$ cat src/rtl/uart_ram_loader.sv
// UART front end of the memory bus: loads IM/DM words from Rx_Serial, dumps DM words on Tx_Serial.
// Define UART_PARITY_EN for 8E1 framing on both directions; the default build is 8N1.
module uart_ram_loader #(
    parameter int CLKS_PER_BIT = 10417,
    parameter int IM_SIZE_BIT  = 10,
    parameter int DM_SIZE_BIT  = 10,
    parameter int MAX_SIZE_BIT = 10
) (
    input  logic                    clk,
    input  logic                    reset,
    input  logic                    en,
    input  logic                    mode,
    input  logic                    ram_id,
    input  logic                    Rx_Serial,
    input  logic [31:0]             data_to_send,
    output logic [MAX_SIZE_BIT-1:0] address,
    output logic                    on_received,
    output logic [31:0]             recv_data,
    output logic                    Tx_Serial,
    output logic                    IM_Done,
    output logic                    DM_Done
);
    localparam int                      CNT_W     = $clog2(CLKS_PER_BIT);
    localparam logic [CNT_W-1:0]        BIT_LAST  = CNT_W'(CLKS_PER_BIT - 1);
    localparam logic [CNT_W-1:0]        HALF_LAST = CNT_W'(CLKS_PER_BIT / 2 - 1);
    localparam logic [MAX_SIZE_BIT-1:0] IM_LAST   = MAX_SIZE_BIT'((1 << IM_SIZE_BIT) - 1);
    localparam logic [MAX_SIZE_BIT-1:0] DM_LAST   = MAX_SIZE_BIT'((1 << DM_SIZE_BIT) - 1);

`ifdef UART_PARITY_EN
    typedef enum logic [2:0] {RX_IDLE, RX_START, RX_DATA, RX_PARITY, RX_STOP} rx_state_t;
    typedef enum logic [2:0] {TX_IDLE, TX_LATCH, TX_START, TX_DATA, TX_PARITY, TX_STOP} tx_state_t;
`else
    typedef enum logic [1:0] {RX_IDLE, RX_START, RX_DATA, RX_STOP} rx_state_t;
    typedef enum logic [2:0] {TX_IDLE, TX_LATCH, TX_START, TX_DATA, TX_STOP} tx_state_t;
`endif

    logic                    r_rx_meta, r_rx_sync, r_rx_prev;
    logic                    r_mode_d, r_ram_d;
    rx_state_t               r_rx_state;
    logic [CNT_W-1:0]        r_rx_cnt;
    logic [2:0]              r_rx_bit;
    logic [7:0]              r_rx_shift;
    logic                    r_byte_valid;
`ifdef UART_PARITY_EN
    logic                    r_rx_par_ok;
`endif
    tx_state_t               r_tx_state;
    logic [CNT_W-1:0]        r_tx_cnt;
    logic [2:0]              r_tx_bit;
    logic [31:0]             r_tx_word;
    logic                    r_tx_last;
    logic [1:0]              r_lane;
    logic                    r_finished;

    logic                    w_rx_fall, w_cfg_chg, w_load_run, w_dump_run, w_stop_ok;
    logic [MAX_SIZE_BIT-1:0] w_word_last;
    logic [7:0]              w_tx_byte;

    assign w_rx_fall   = r_rx_prev & ~r_rx_sync;
    // A mode or RAM change acts as a one-cycle abort so the new transfer starts clean.
    assign w_cfg_chg   = (mode != r_mode_d) || (ram_id != r_ram_d);
    assign w_load_run  = en & ~mode & ~w_cfg_chg;
    assign w_dump_run  = en & mode & ram_id & ~w_cfg_chg;
    assign w_word_last = ram_id ? DM_LAST : IM_LAST;
    assign w_tx_byte   = r_tx_word[{r_lane, 3'b000} +: 8];
`ifdef UART_PARITY_EN
    assign w_stop_ok   = r_rx_sync & r_rx_par_ok;
`else
    assign w_stop_ok   = r_rx_sync;
`endif

    // NOTE: Rx_Serial is asynchronous; two flops bound metastability before any decision uses it.
    always_ff @(posedge clk or negedge reset) begin
        if (!reset) begin
            r_rx_meta <= 1'b1;
            r_rx_sync <= 1'b1;
            r_rx_prev <= 1'b1;
        end else begin
            r_rx_meta <= Rx_Serial;
            r_rx_sync <= r_rx_meta;
            r_rx_prev <= r_rx_sync;
        end
    end

    // NOTE: all state registers use non-blocking assignments so every branch sees pre-edge values.
    always_ff @(posedge clk or negedge reset) begin
        if (!reset) begin
            r_rx_state   <= RX_IDLE;
            r_rx_cnt     <= '0;
            r_rx_bit     <= '0;
            r_rx_shift   <= '0;
            r_byte_valid <= 1'b0;
`ifdef UART_PARITY_EN
            r_rx_par_ok  <= 1'b0;
`endif
        end else begin
            r_byte_valid <= 1'b0;
            if (!w_load_run) begin
                r_rx_state <= RX_IDLE;
                r_rx_cnt   <= '0;
            end else begin
                unique case (r_rx_state)
                    RX_IDLE: if (w_rx_fall) begin
                        r_rx_state <= RX_START;
                        r_rx_cnt   <= '0;
                    end
                    RX_START: if (r_rx_cnt == HALF_LAST) begin
                        r_rx_cnt   <= '0;
                        r_rx_bit   <= '0;
                        r_rx_state <= r_rx_sync ? RX_IDLE : RX_DATA;
                    end else r_rx_cnt <= r_rx_cnt + CNT_W'(1);
                    RX_DATA: if (r_rx_cnt == BIT_LAST) begin
                        r_rx_cnt   <= '0;
                        r_rx_shift <= {r_rx_sync, r_rx_shift[7:1]};
                        r_rx_bit   <= r_rx_bit + 3'd1;
`ifdef UART_PARITY_EN
                        if (r_rx_bit == 3'd7) r_rx_state <= RX_PARITY;
`else
                        if (r_rx_bit == 3'd7) r_rx_state <= RX_STOP;
`endif
                    end else r_rx_cnt <= r_rx_cnt + CNT_W'(1);
`ifdef UART_PARITY_EN
                    RX_PARITY: if (r_rx_cnt == BIT_LAST) begin
                        r_rx_cnt    <= '0;
                        r_rx_par_ok <= (r_rx_sync == ^r_rx_shift);
                        r_rx_state  <= RX_STOP;
                    end else r_rx_cnt <= r_rx_cnt + CNT_W'(1);
`endif
                    RX_STOP: if (r_rx_cnt == BIT_LAST) begin
                        r_rx_cnt     <= '0;
                        r_rx_state   <= RX_IDLE;
                        r_byte_valid <= w_stop_ok;
                    end else r_rx_cnt <= r_rx_cnt + CNT_W'(1);
                    default: r_rx_state <= RX_IDLE;
                endcase
            end
        end
    end

    always_ff @(posedge clk or negedge reset) begin
        if (!reset) begin
            address     <= '0;
            on_received <= 1'b0;
            recv_data   <= '0;
            Tx_Serial   <= 1'b1;
            IM_Done     <= 1'b0;
            DM_Done     <= 1'b0;
            r_mode_d    <= 1'b0;
            r_ram_d     <= 1'b0;
            r_lane      <= '0;
            r_finished  <= 1'b0;
            r_tx_state  <= TX_IDLE;
            r_tx_cnt    <= '0;
            r_tx_bit    <= '0;
            r_tx_word   <= '0;
            r_tx_last   <= 1'b0;
        end else begin
            r_mode_d    <= mode;
            r_ram_d     <= ram_id;
            on_received <= 1'b0;
            if (!w_load_run && !w_dump_run) begin
                address    <= '0;
                r_lane     <= '0;
                r_finished <= 1'b0;
                r_tx_state <= TX_IDLE;
                r_tx_cnt   <= '0;
                Tx_Serial  <= 1'b1;
            end else if (w_load_run) begin
                if (on_received) begin
                    if (address == w_word_last) begin
                        address    <= '0;
                        r_finished <= 1'b1;
                        if (ram_id) DM_Done <= 1'b1;
                        else        IM_Done <= 1'b1;
                    end else address <= address + MAX_SIZE_BIT'(1);
                end
                if (r_byte_valid && !r_finished) begin
                    recv_data[{r_lane, 3'b000} +: 8] <= r_rx_shift;
                    r_lane <= r_lane + 2'd1;
                    if (r_lane == 2'd3) on_received <= 1'b1;
                end
            end else begin
                unique case (r_tx_state)
                    TX_IDLE: if (!r_finished) r_tx_state <= TX_LATCH;
                    TX_LATCH: begin
                        r_tx_word  <= data_to_send;
                        r_lane     <= '0;
                        r_tx_cnt   <= '0;
                        Tx_Serial  <= 1'b0;
                        r_tx_state <= TX_START;
                    end
                    TX_START: if (r_tx_cnt == BIT_LAST) begin
                        r_tx_cnt   <= '0;
                        r_tx_bit   <= '0;
                        Tx_Serial  <= w_tx_byte[0];
                        r_tx_state <= TX_DATA;
                    end else r_tx_cnt <= r_tx_cnt + CNT_W'(1);
                    TX_DATA: if (r_tx_cnt == BIT_LAST) begin
                        r_tx_cnt <= '0;
                        r_tx_bit <= r_tx_bit + 3'd1;
                        if (r_tx_bit == 3'd7) begin
`ifdef UART_PARITY_EN
                            Tx_Serial  <= ^w_tx_byte;
                            r_tx_state <= TX_PARITY;
`else
                            Tx_Serial  <= 1'b1;
                            r_tx_state <= TX_STOP;
`endif
                        end else Tx_Serial <= w_tx_byte[r_tx_bit + 3'd1];
                    end else r_tx_cnt <= r_tx_cnt + CNT_W'(1);
`ifdef UART_PARITY_EN
                    TX_PARITY: if (r_tx_cnt == BIT_LAST) begin
                        r_tx_cnt   <= '0;
                        Tx_Serial  <= 1'b1;
                        r_tx_state <= TX_STOP;
                    end else r_tx_cnt <= r_tx_cnt + CNT_W'(1);
`endif
                    TX_STOP: begin
                        // The next word is fetched inside the last stop bit so bytes stay gap-free.
                        if (r_tx_cnt == '0 && r_lane == 2'd3) begin
                            r_tx_last <= (address == DM_LAST);
                            if (address != DM_LAST) address <= address + MAX_SIZE_BIT'(1);
                        end
                        if (r_tx_cnt == CNT_W'(1) && r_lane == 2'd3 && !r_tx_last)
                            r_tx_word <= data_to_send;
                        if (r_tx_cnt == BIT_LAST) begin
                            r_tx_cnt <= '0;
                            if (r_lane == 2'd3 && r_tx_last) begin
                                DM_Done    <= 1'b1;
                                r_finished <= 1'b1;
                                address    <= '0;
                                r_tx_state <= TX_IDLE;
                            end else begin
                                r_lane     <= r_lane + 2'd1;
                                Tx_Serial  <= 1'b0;
                                r_tx_state <= TX_START;
                            end
                        end else r_tx_cnt <= r_tx_cnt + CNT_W'(1);
                    end
                    default: r_tx_state <= TX_IDLE;
                endcase
            end
        end
    end
endmodule

$ cat config.mk
export PLATFORM = sky130hd
export DESIGN_NAME = uart_ram_loader
export DESIGN_NICKNAME = d
export VERILOG_FILES = /design/src/rtl/uart_ram_loader.sv
export SDC_FILE = /design/constraint.sdc
export NUM_CORES = 1
export LEC_CHECK = 0
export ABC_AREA = 1
export CORE_MARGIN = 2
export CORE_UTILIZATION = 61
export DETAILED_ROUTE_END_ITERATION = 6
export PLACE_DENSITY_LB_ADDON = 0.08
export REMOVE_ABC_BUFFERS = 1
export SLEW_MARGIN = 30
export SYNTH_ARGS = -nofsm -noshare
export SYNTH_HDL_FRONTEND = slang
export SYNTH_SLANG_ARGS = --single-unit
export TNS_END_PERCENT = 20
$ cat constraint.sdc
create_clock -name clk -period 4.3 [get_ports clk]
set_input_delay 1.29 -clock clk [delete_from_list [all_inputs] [get_ports clk]]
set_output_delay 1.29 -clock clk [all_outputs]
set_load 0.02 [all_outputs]
==> out/results.md, run 1 <==
| Stage | Quantity | This run |
| --- | --- | --- |
| clock tree | Clock buffer depth | 2 |
| global route | Global routing met1 resource utilization | 39.2% |
| critical path | Minimum setup slack among reg-to-reg paths | 1340 ps |
| die | Horizontal die dimension | 112 um |
| global route | Largest net degree at the start of global routing | 80 |
| timing | Total setup violations reported at the end of the flow | 0 |
| routing | Detailed-route wire length | 17.0 mm |
| logic synthesis | Library cells used by synthesis | 50 |
| finish | Final nets | 1048 |
| routing | Post-detailed-route wirelength per cell | 14.7 um |
| logic synthesis | Area leader, netlist | sky130_fd_sc_hd__dfrtp_1 |
| die | Starting utilization of the core area | 62.5% |
| global route | Grt peak-use layer | met2 |
| place | Number of input and output port buffers inserted | 83 |
| global route | Wire length of the first global-routing pass | 28.6 mm |
| clock tree | Count of H-tree levels built during CTS | 4 |
| timing | Worst-margin pin slew | 745 ps |
| place | Final weighted congestion of routability-driven global placement | 0.923 |
| clock tree | Number of buffers created by CTS | 17 |
| die | Core outline area | 11400 sq um |
| critical path | Cells on worst reg2reg path | 6 |
| clock tree | Clock network latency to the later pin of the worst-skew pair | 420 ps |
| place | Number of placed cells counting well taps | 1117 |
| hold path | Worst Min Path Start | r_rx_meta |
| critical path | Reg-to-reg critical path endpoint | recv_data[16] |
| logic synthesis | Share of the synthesized area in the top cell type | 45.9% |
| timing | Total negative slack for setup checks | 0 ps |
| power | Peak ir drop on the vdd network | 359 uV |
| hold path | Hold-critical path depth | 0 |
| timing | Max-slew violation count | 0 |
| die | Die height | 112 um |
| finish | Layout cells sized above 1 | 7.55% |
| timing | Setup skew after layout | 8.79 ps |
| critical path | Setup Crit Path Kind | input port to flip-flop |
| routing | Number of violations reported at the end of detailed-routing iteration 0 | 453 |
| logic synthesis | Cell Area, Synth | 7140 sq um |
| die | I/O pin total | 84 |
| finish | Synth-to-Final Area Change | 21.5% |
| hold path | Min-Delay Endpoint | r_rx_sync |
| routing | Via density per instance | 5.54 |
| global route | Routing usage on met2 | 44.1% |
| die | Std cell rows | 39 |
| timing | Final critical-path share of the clock period | 75.4% |
| critical path | Crit start category | input port |
| critical path | Worst Setup End Kind | flip-flop |
| global route | Total global-route track usage | 28.0% |
| finish | Filler-free cell count of the finished design | 1150 |
| outcome | Status | finished, final reports clean |
| critical path | Req. time, crit path | 4660 ps |
| clock tree | CTS tree | yes |
| global route | Vias in the first global route | 5953 |
| power | Leakage power total | 0.00409 uW |
| critical path | Reg2Reg Launch Point | r_lane[1] |
| timing | RSZ-0062 raised after global routing | false |
| logic synthesis | Total of warnings raised by yosys | 0 |
| clock tree | Root buf cell | sky130_fd_sc_hd__clkbuf_16 |
| clock tree | Gates resized, CTS repair | 0 |
| logic synthesis | Total of flip-flops plus latches after synthesis | 135 |
| place | Sum of net half-perimeters after detailed placement | 11.3 mm |
| critical path | Data arrival at the endpoint of the critical path | 3600 ps |
| clock tree | Setup Fix Bufs, Post-CTS | 0 |
| timing | Final Hold Vio Count | 0 |
| die | Full die area | 12600 sq um |
| clock tree | Sink count of the clock tree | 135 |
| logic synthesis | Cells taking the most area after synthesis | sky130_fd_sc_hd__dfrtp_1 46%, sky130_fd_sc_hd__nand2_1 12%, sky130_fd_sc_hd__nand3_1 6.5% |
| clock tree | Clock-pin slew on the worst setup and hold paths | 60 ps |
| clock tree | Count of hold-fix buffers inserted at cts | 0 |
| routing | Count of nets left with antenna violations after detail routing | 0 |
| routing | Total number of vias | 6371 |
| hold path | Path category of the worst min-delay check | flip-flop to flip-flop |
| power | Power Dens Cells | 346 nW/um^2 |
| timing | Worst-case headroom to the max-slew limit | 50.4% |
| job | Reported max-cap violation count | 0 |
| logic synthesis | Portion of the post-synthesis area used by sequential elements | 47.4% |
| global route | Global routing usage on met3 | 6.05% |
| critical path | Largest fanout on the critical path | 36 |
| logic synthesis | Cells after Synth | 911 |
| global route | Number of antenna violations at the first check in global routing | 0 |
| timing | Achievable frequency | 309 MHz |
| finish | Antenna diodes | 0 |
| routing | DRC Markers | 0 |
| routing | First-pass DRT Iterations | 7 |
| logic synthesis | Per-instance average area after synthesis | 7.84 sq um |
| timing | Final period demand of the worst path | 3240 ps |
| power | Power consumption | 3000 uW |
| global route | Total congestion overflow | 0 |
-- per-stage QoR --
stage | hold slack (ps) | cell area (sq um) | utilization (%) | setup slack, ps
floorplan | 345 | 6990 | - | 1400
global placement | 346 | 8050 | 70.5 | 710
detailed placement | 347 | 8050 | 70.5 | 659
CTS | 355 | 8640 | 75.7 | 1080
global route | 363 | 8670 | 75.9 | 874
finish | 355 | 8670 | 75.9 | 1060
-- how the worst max path moves through the flow --
| stage | startpoint | endpoint | slack [ps] | cells past startpoint |
|---|---|---|---|---|
| after CTS | mode | recv_data[15] | 1080 | 8 |
| after global placement | mode | recv_data[10] | 710 | 8 |
| after floorplan | r_lane[0] | recv_data[16] | 1400 | 6 |
| after detailed placement | mode | recv_data[10] | 660 | 8 |
| final | mode | recv_data[10] | 1060 | 8 |
| after global routing | mode | recv_data[15] | 870 | 8 |
-- Yosys cell counts, drive strengths merged --
| master | n |
|---|---|
| nand3 | 92 |
| nand2 | 229 |
| dfstp | 4 |
| o221ai | 1 |
| nor3 | 18 |
| o21ai | 108 |
| mux2i | 1 |
| xor2 | 10 |
| o31ai | 2 |
| a211oi | 3 |
| clkinv | 4 |
| a21oi | 14 |
| or2 | 1 |
| inv | 125 |
| nor2 | 71 |
| nand4 | 31 |
| o211ai | 1 |
| nor3b | 3 |
| dfrtp | 131 |
| xnor2 | 1 |
| o21bai | 1 |
| o22ai | 8 |
| o2111ai | 1 |
| buf | 16 |
| ha | 16 |
| or3 | 1 |
| nand3b | 2 |
| nor4b | 1 |
| clkbuf | 9 |
| a31o | 2 |
| nor4 | 4 |
-- area by class of cell --
type | count | area (sq um)
Clock buffer | 18 | 439
Sequential cell | 135 | 3380
Timing Repair Buffer | 89 | 910
Tap cell | 143 | 179
Inverter | 129 | 489
Multi-Input combinational cell | 622 | 3120
Clock inverter | 14 | 150
Fill cell | 855 | 2750
-- metal layers --
metal  vias up  wire length [um]
met4         0               217
li1       3146                 -
met3        18              1180
met2       232              7930
met5         -                 0
met1      2975              7620
-- cell families (layout without fill, tap and decap cells) --
logic type,count (synthesis),after routing,share of synthesized area (%)
simple gates,453,453,28.6
buf+inv,154,250,8.90
compound gates,141,141,10.8
flops,135,135,47.4
fa+ha+maj,16,16,2.80
xor+xnor,11,11,1.35
mux,1,1,0.140
-- critical path, stage by stage --
cell,delay [ps]
sky130_fd_sc_hd__clkdlybuf4s50_1,530
sky130_fd_sc_hd__nor3b_4,280
sky130_fd_sc_hd__nand2_4,190
sky130_fd_sc_hd__inv_6,160
sky130_fd_sc_hd__nand2_2,330
sky130_fd_sc_hd__nor2_1,530
sky130_fd_sc_hd__nand4_1,150
sky130_fd_sc_hd__nand2_1,100
-- layout by cell type, fill, tap and decap left out, types with 5 or more instances in the layout --
master and n:
sky130_fd_sc_hd__nand4_1 30, sky130_fd_sc_hd__xor2_1 10, sky130_fd_sc_hd__dfrtp_1 131, sky130_fd_sc_hd__clkdlybuf4s50_1 82
sky130_fd_sc_hd__inv_2 8, sky130_fd_sc_hd__nand2_1 222, sky130_fd_sc_hd__inv_1 116, sky130_fd_sc_hd__o22ai_1 8
sky130_fd_sc_hd__o21ai_1 33, sky130_fd_sc_hd__a21oi_1 14, sky130_fd_sc_hd__nand2_2 6, sky130_fd_sc_hd__nor2_1 65
sky130_fd_sc_hd__nor2_2 5, sky130_fd_sc_hd__nor3_1 16, sky130_fd_sc_hd__clkbuf_16 17, sky130_fd_sc_hd__o21ai_0 73
sky130_fd_sc_hd__nand3_1 92, sky130_fd_sc_hd__ha_1 16
-- power breakdown --
part / switching [uW] / internal (uW) / total, uW
clock: 566 / 871 / 1440
sequential: 19.3 / 1320 / 1340
combinational: 141 / 85.3 / 226
total: 726 / 2270 / 3000
-- state kept, by name, summed over array words and instances (netlist names), 3 cells and up --
register and cells:
r_tx_cnt 14, r_rx_cnt 14, r_tx_word 32, r_tx_bit 3, r_rx_bit 3, address 10
r_tx_state 3, r_rx_shift 8, recv_data 32
Power figures use the tool's default switching activity.
==> run 2, diff against run 1 <==
--- a/config.mk
+++ b/config.mk
@@ -7,7 +7,7 @@
 export LEC_CHECK = 0
 export ABC_AREA = 1
 export CORE_MARGIN = 2
-export CORE_UTILIZATION = 61
+export CORE_UTILIZATION = 56
 export DETAILED_ROUTE_END_ITERATION = 6
 export PLACE_DENSITY_LB_ADDON = 0.08
 export REMOVE_ABC_BUFFERS = 1
==> constraint.sdc (replaced) <==
create_clock -name clk -period 3.2 [get_ports clk]
set_input_delay 0.96 -clock clk [delete_from_list [all_inputs] [get_ports clk]]
set_output_delay 0.96 -clock clk [all_outputs]
set_load 0.02 [all_outputs]
==> run 2 against run 1 <==
  * Setup slack worse by 470 ps
  * Critical path depth is the same
  * Hold slack improved by 0.57 ps
  * Utilization shrank 5.8 points
  * Clock-buffer cell count is 1 lower
  * Clock power grew 39%
  * Critical endpoint is now recv_data[13]
  * Largest cell class unchanged
  * Highest routed layer unchanged
==> out/results.md, run 2 (synthesized netlist as in run 1, its figures left out) <==
| Stage | Quantity | This run |
| --- | --- | --- |
| outcome | Status | finished, final reports clean |
| critical path | Data arrival at the endpoint of the critical path | 2970 ps |
| finish | Top library cells by usage in the layout, fill and taps aside | 222 x sky130_fd_sc_hd__nand2_1, 131 x sky130_fd_sc_hd__dfrtp_1, 116 x sky130_fd_sc_hd__inv_1 |
| power | Leakage power total | 0.00413 uW |
| place | Placed cell areas | 8170 sq um |
| timing | Total setup violations reported at the end of the flow | 0 |
| routing | Via density per instance | 5.33 |
| clock tree | CTS tree | yes |
| clock tree | Gates resized, CTS repair | 0 |
| critical path | Critical path's top delay family | simple AND/OR/NAND/NOR gates |
| place | Sum of net half-perimeters after detailed placement | 11.8 mm |
| hold path | Path category of the worst min-delay check | flip-flop to flip-flop |
| finish | Fillers | 1056 |
| finish | Finished layout cell area | 8780 sq um |
| place | Final weighted congestion of routability-driven global placement | 0.871 |
| critical path | Critical Path Slowest Stage Cell | sky130_fd_sc_hd__clkdlybuf4s50_1 |
| finish | FF/Latch Area | 3380 sq um |
| clock tree | Clock network latency to the later pin of the worst-skew pair | 420 ps |
| critical path | Largest fanout on the critical path | 17 |
| die | Horizontal die dimension | 117 um |
| critical path | Req. time, crit path | 3560 ps |
| critical path | Setup Crit Path Kind | input port to flip-flop |
| clock tree | Sink count of the clock tree | 135 |
| die | I/O pin total | 84 |
| critical path | Maximum single-stage delay on the critical path | 510 ps |
| routing | DRC Markers | 0 |
| finish | Antenna diodes | 0 |
| timing | Final Hold Vio Count | 0 |
| clock tree | Count of H-tree levels built during CTS | 4 |
| routing | First-pass DRT Iterations | 5 |
| finish | Layout cells sized above 1 | 8.19% |
| place | Number of input and output port buffers inserted | 83 |
| routing | Detailed-route wire length | 17.2 mm |
| clock tree | Number of buffers created by CTS | 17 |
| die | Core outline area | 12500 sq um |
| routing | Number of violations reported at the end of detailed-routing iteration 0 | 620 |
| timing | Total negative slack for setup checks | 0 ps |
| global route | Vias in the first global route | 5923 |
| finish | Leading cell type in the layout, fill and taps excluded | sky130_fd_sc_hd__nand2_1 |
| finish | Area of the multi-input gates | 3120 sq um |
| power | Peak ir drop on the vdd network | 367 uV |
| timing | Max-slew violation count | 0 |
| timing | RSZ-0062 raised after global routing | false |
| die | Full die area | 13700 sq um |
| clock tree | Setup Fix Bufs, Post-CTS | 0 |
| routing | Post-detailed-route wirelength per cell | 14.5 um |
| critical path | Crit start category | input port |
| timing | Achievable frequency | 383 MHz |
| timing | Worst-margin pin slew | 590 ps |
| clock tree | Count of hold-fix buffers inserted at cts | 0 |
| critical path | Cell-by-cell listing of the critical path | clkdlybuf4s50_1 > nor3b_4 > nand2_4 > inv_6 > nand2_2 > nor2_1 > nand4_1 > nand2_1 |
| global route | Largest net degree at the start of global routing | 64 |
| finish | Final nets | 1055 |
| timing | Worst-case headroom to the max-slew limit | 60.7% |
| power | Power Dens Cells | 467 nW/um^2 |
| timing | Setup skew after layout | 9.29 ps |
| timing | Final period demand of the worst path | 2610 ps |
| routing | Count of nets left with antenna violations after detail routing | 0 |
| global route | Number of antenna violations at the first check in global routing | 0 |
| clock tree | Root buf cell | sky130_fd_sc_hd__clkbuf_16 |
| die | Starting utilization of the core area | 57.0% |
| critical path | Worst Setup End Kind | flip-flop |
| critical path | Buffer and inverter count on the worst path | 2 |
| global route | Total congestion overflow | 0 |
| routing | Total number of vias | 6321 |
| finish | Largest registers | r_tx_word x32, recv_data x32 |
| timing | Final critical-path share of the clock period | 81.7% |
| clock tree | Clock buffer depth | 2 |
| global route | Wire length of the first global-routing pass | 28.8 mm |
| die | Die height | 117 um |
| clock tree | Clock-pin slew on the worst setup and hold paths | 60 ps |
| die | Std cell rows | 41 |
| finish | Synth-to-Final Area Change | 23.0% |
| global route | Total global-route track usage | 26.9% |
| job | Reported max-cap violation count | 0 |
[run 2: path summary, 6_finish.rpt]
path / endpoint / cells after the start / start / slack (ps)
setup / recovery: recv_data[13] / 8 / mode / 590
hold / removal: r_rx_sync / 0 / r_rx_meta / 360
setup reg to reg: recv_data[17] / 8 / r_lane[1] / 670
hold reg to reg: r_rx_sync / 0 / r_rx_meta / 360
max in group asynchronous: Tx_Serial / 2 / reset / 1920
min in group asynchronous: r_tx_cnt[9] / 1 / reset / 520
[run 2: metrics by stage]
stage	utilization (%)	power (uW)	hold slack [ps]	std cells	setup WS (ps)
after floorplan	-	1980	345	886	299
after detailed placement	65.3	2130	348	1154	186
after global routing	70.1	4240	357	1186	412
final	70.1	4100	356	1186	586
after CTS	70.1	4130	356	1186	632
after global placement	65.3	2130	347	1154	247
[run 2: area by class of cell]
cell class	count	area share, %
Timing Repair Buffer	96	11.0
Clock inverter	15	2.04
Clock buffer	17	4.85
Sequential cell	135	38.5
Tap cell	172	2.45
Inverter	129	5.57
Multi-Input combinational cell	622	35.5
[run 2: routing by layer]
metal / track usage [%] / share of wire (%) / vias to the layer above
li1: - / - / 3168
met2: 42.0 / 47 / 153
met3: 6.23 / 5.2 / 13
met1: 38.5 / 46 / 2987
met4: 6.51 / 0.86 / 0
met5: 0 / 0 / -
[run 2: power breakdown]
part | internal, uW | switching [uW] | leakage [uW]
clock network | 1230 | 773 | 0.000291
registers | 1770 | 25.1 | 0.00172
logic | 117 | 188 | 0.00212
total | 3120 | 986 | 0.00413
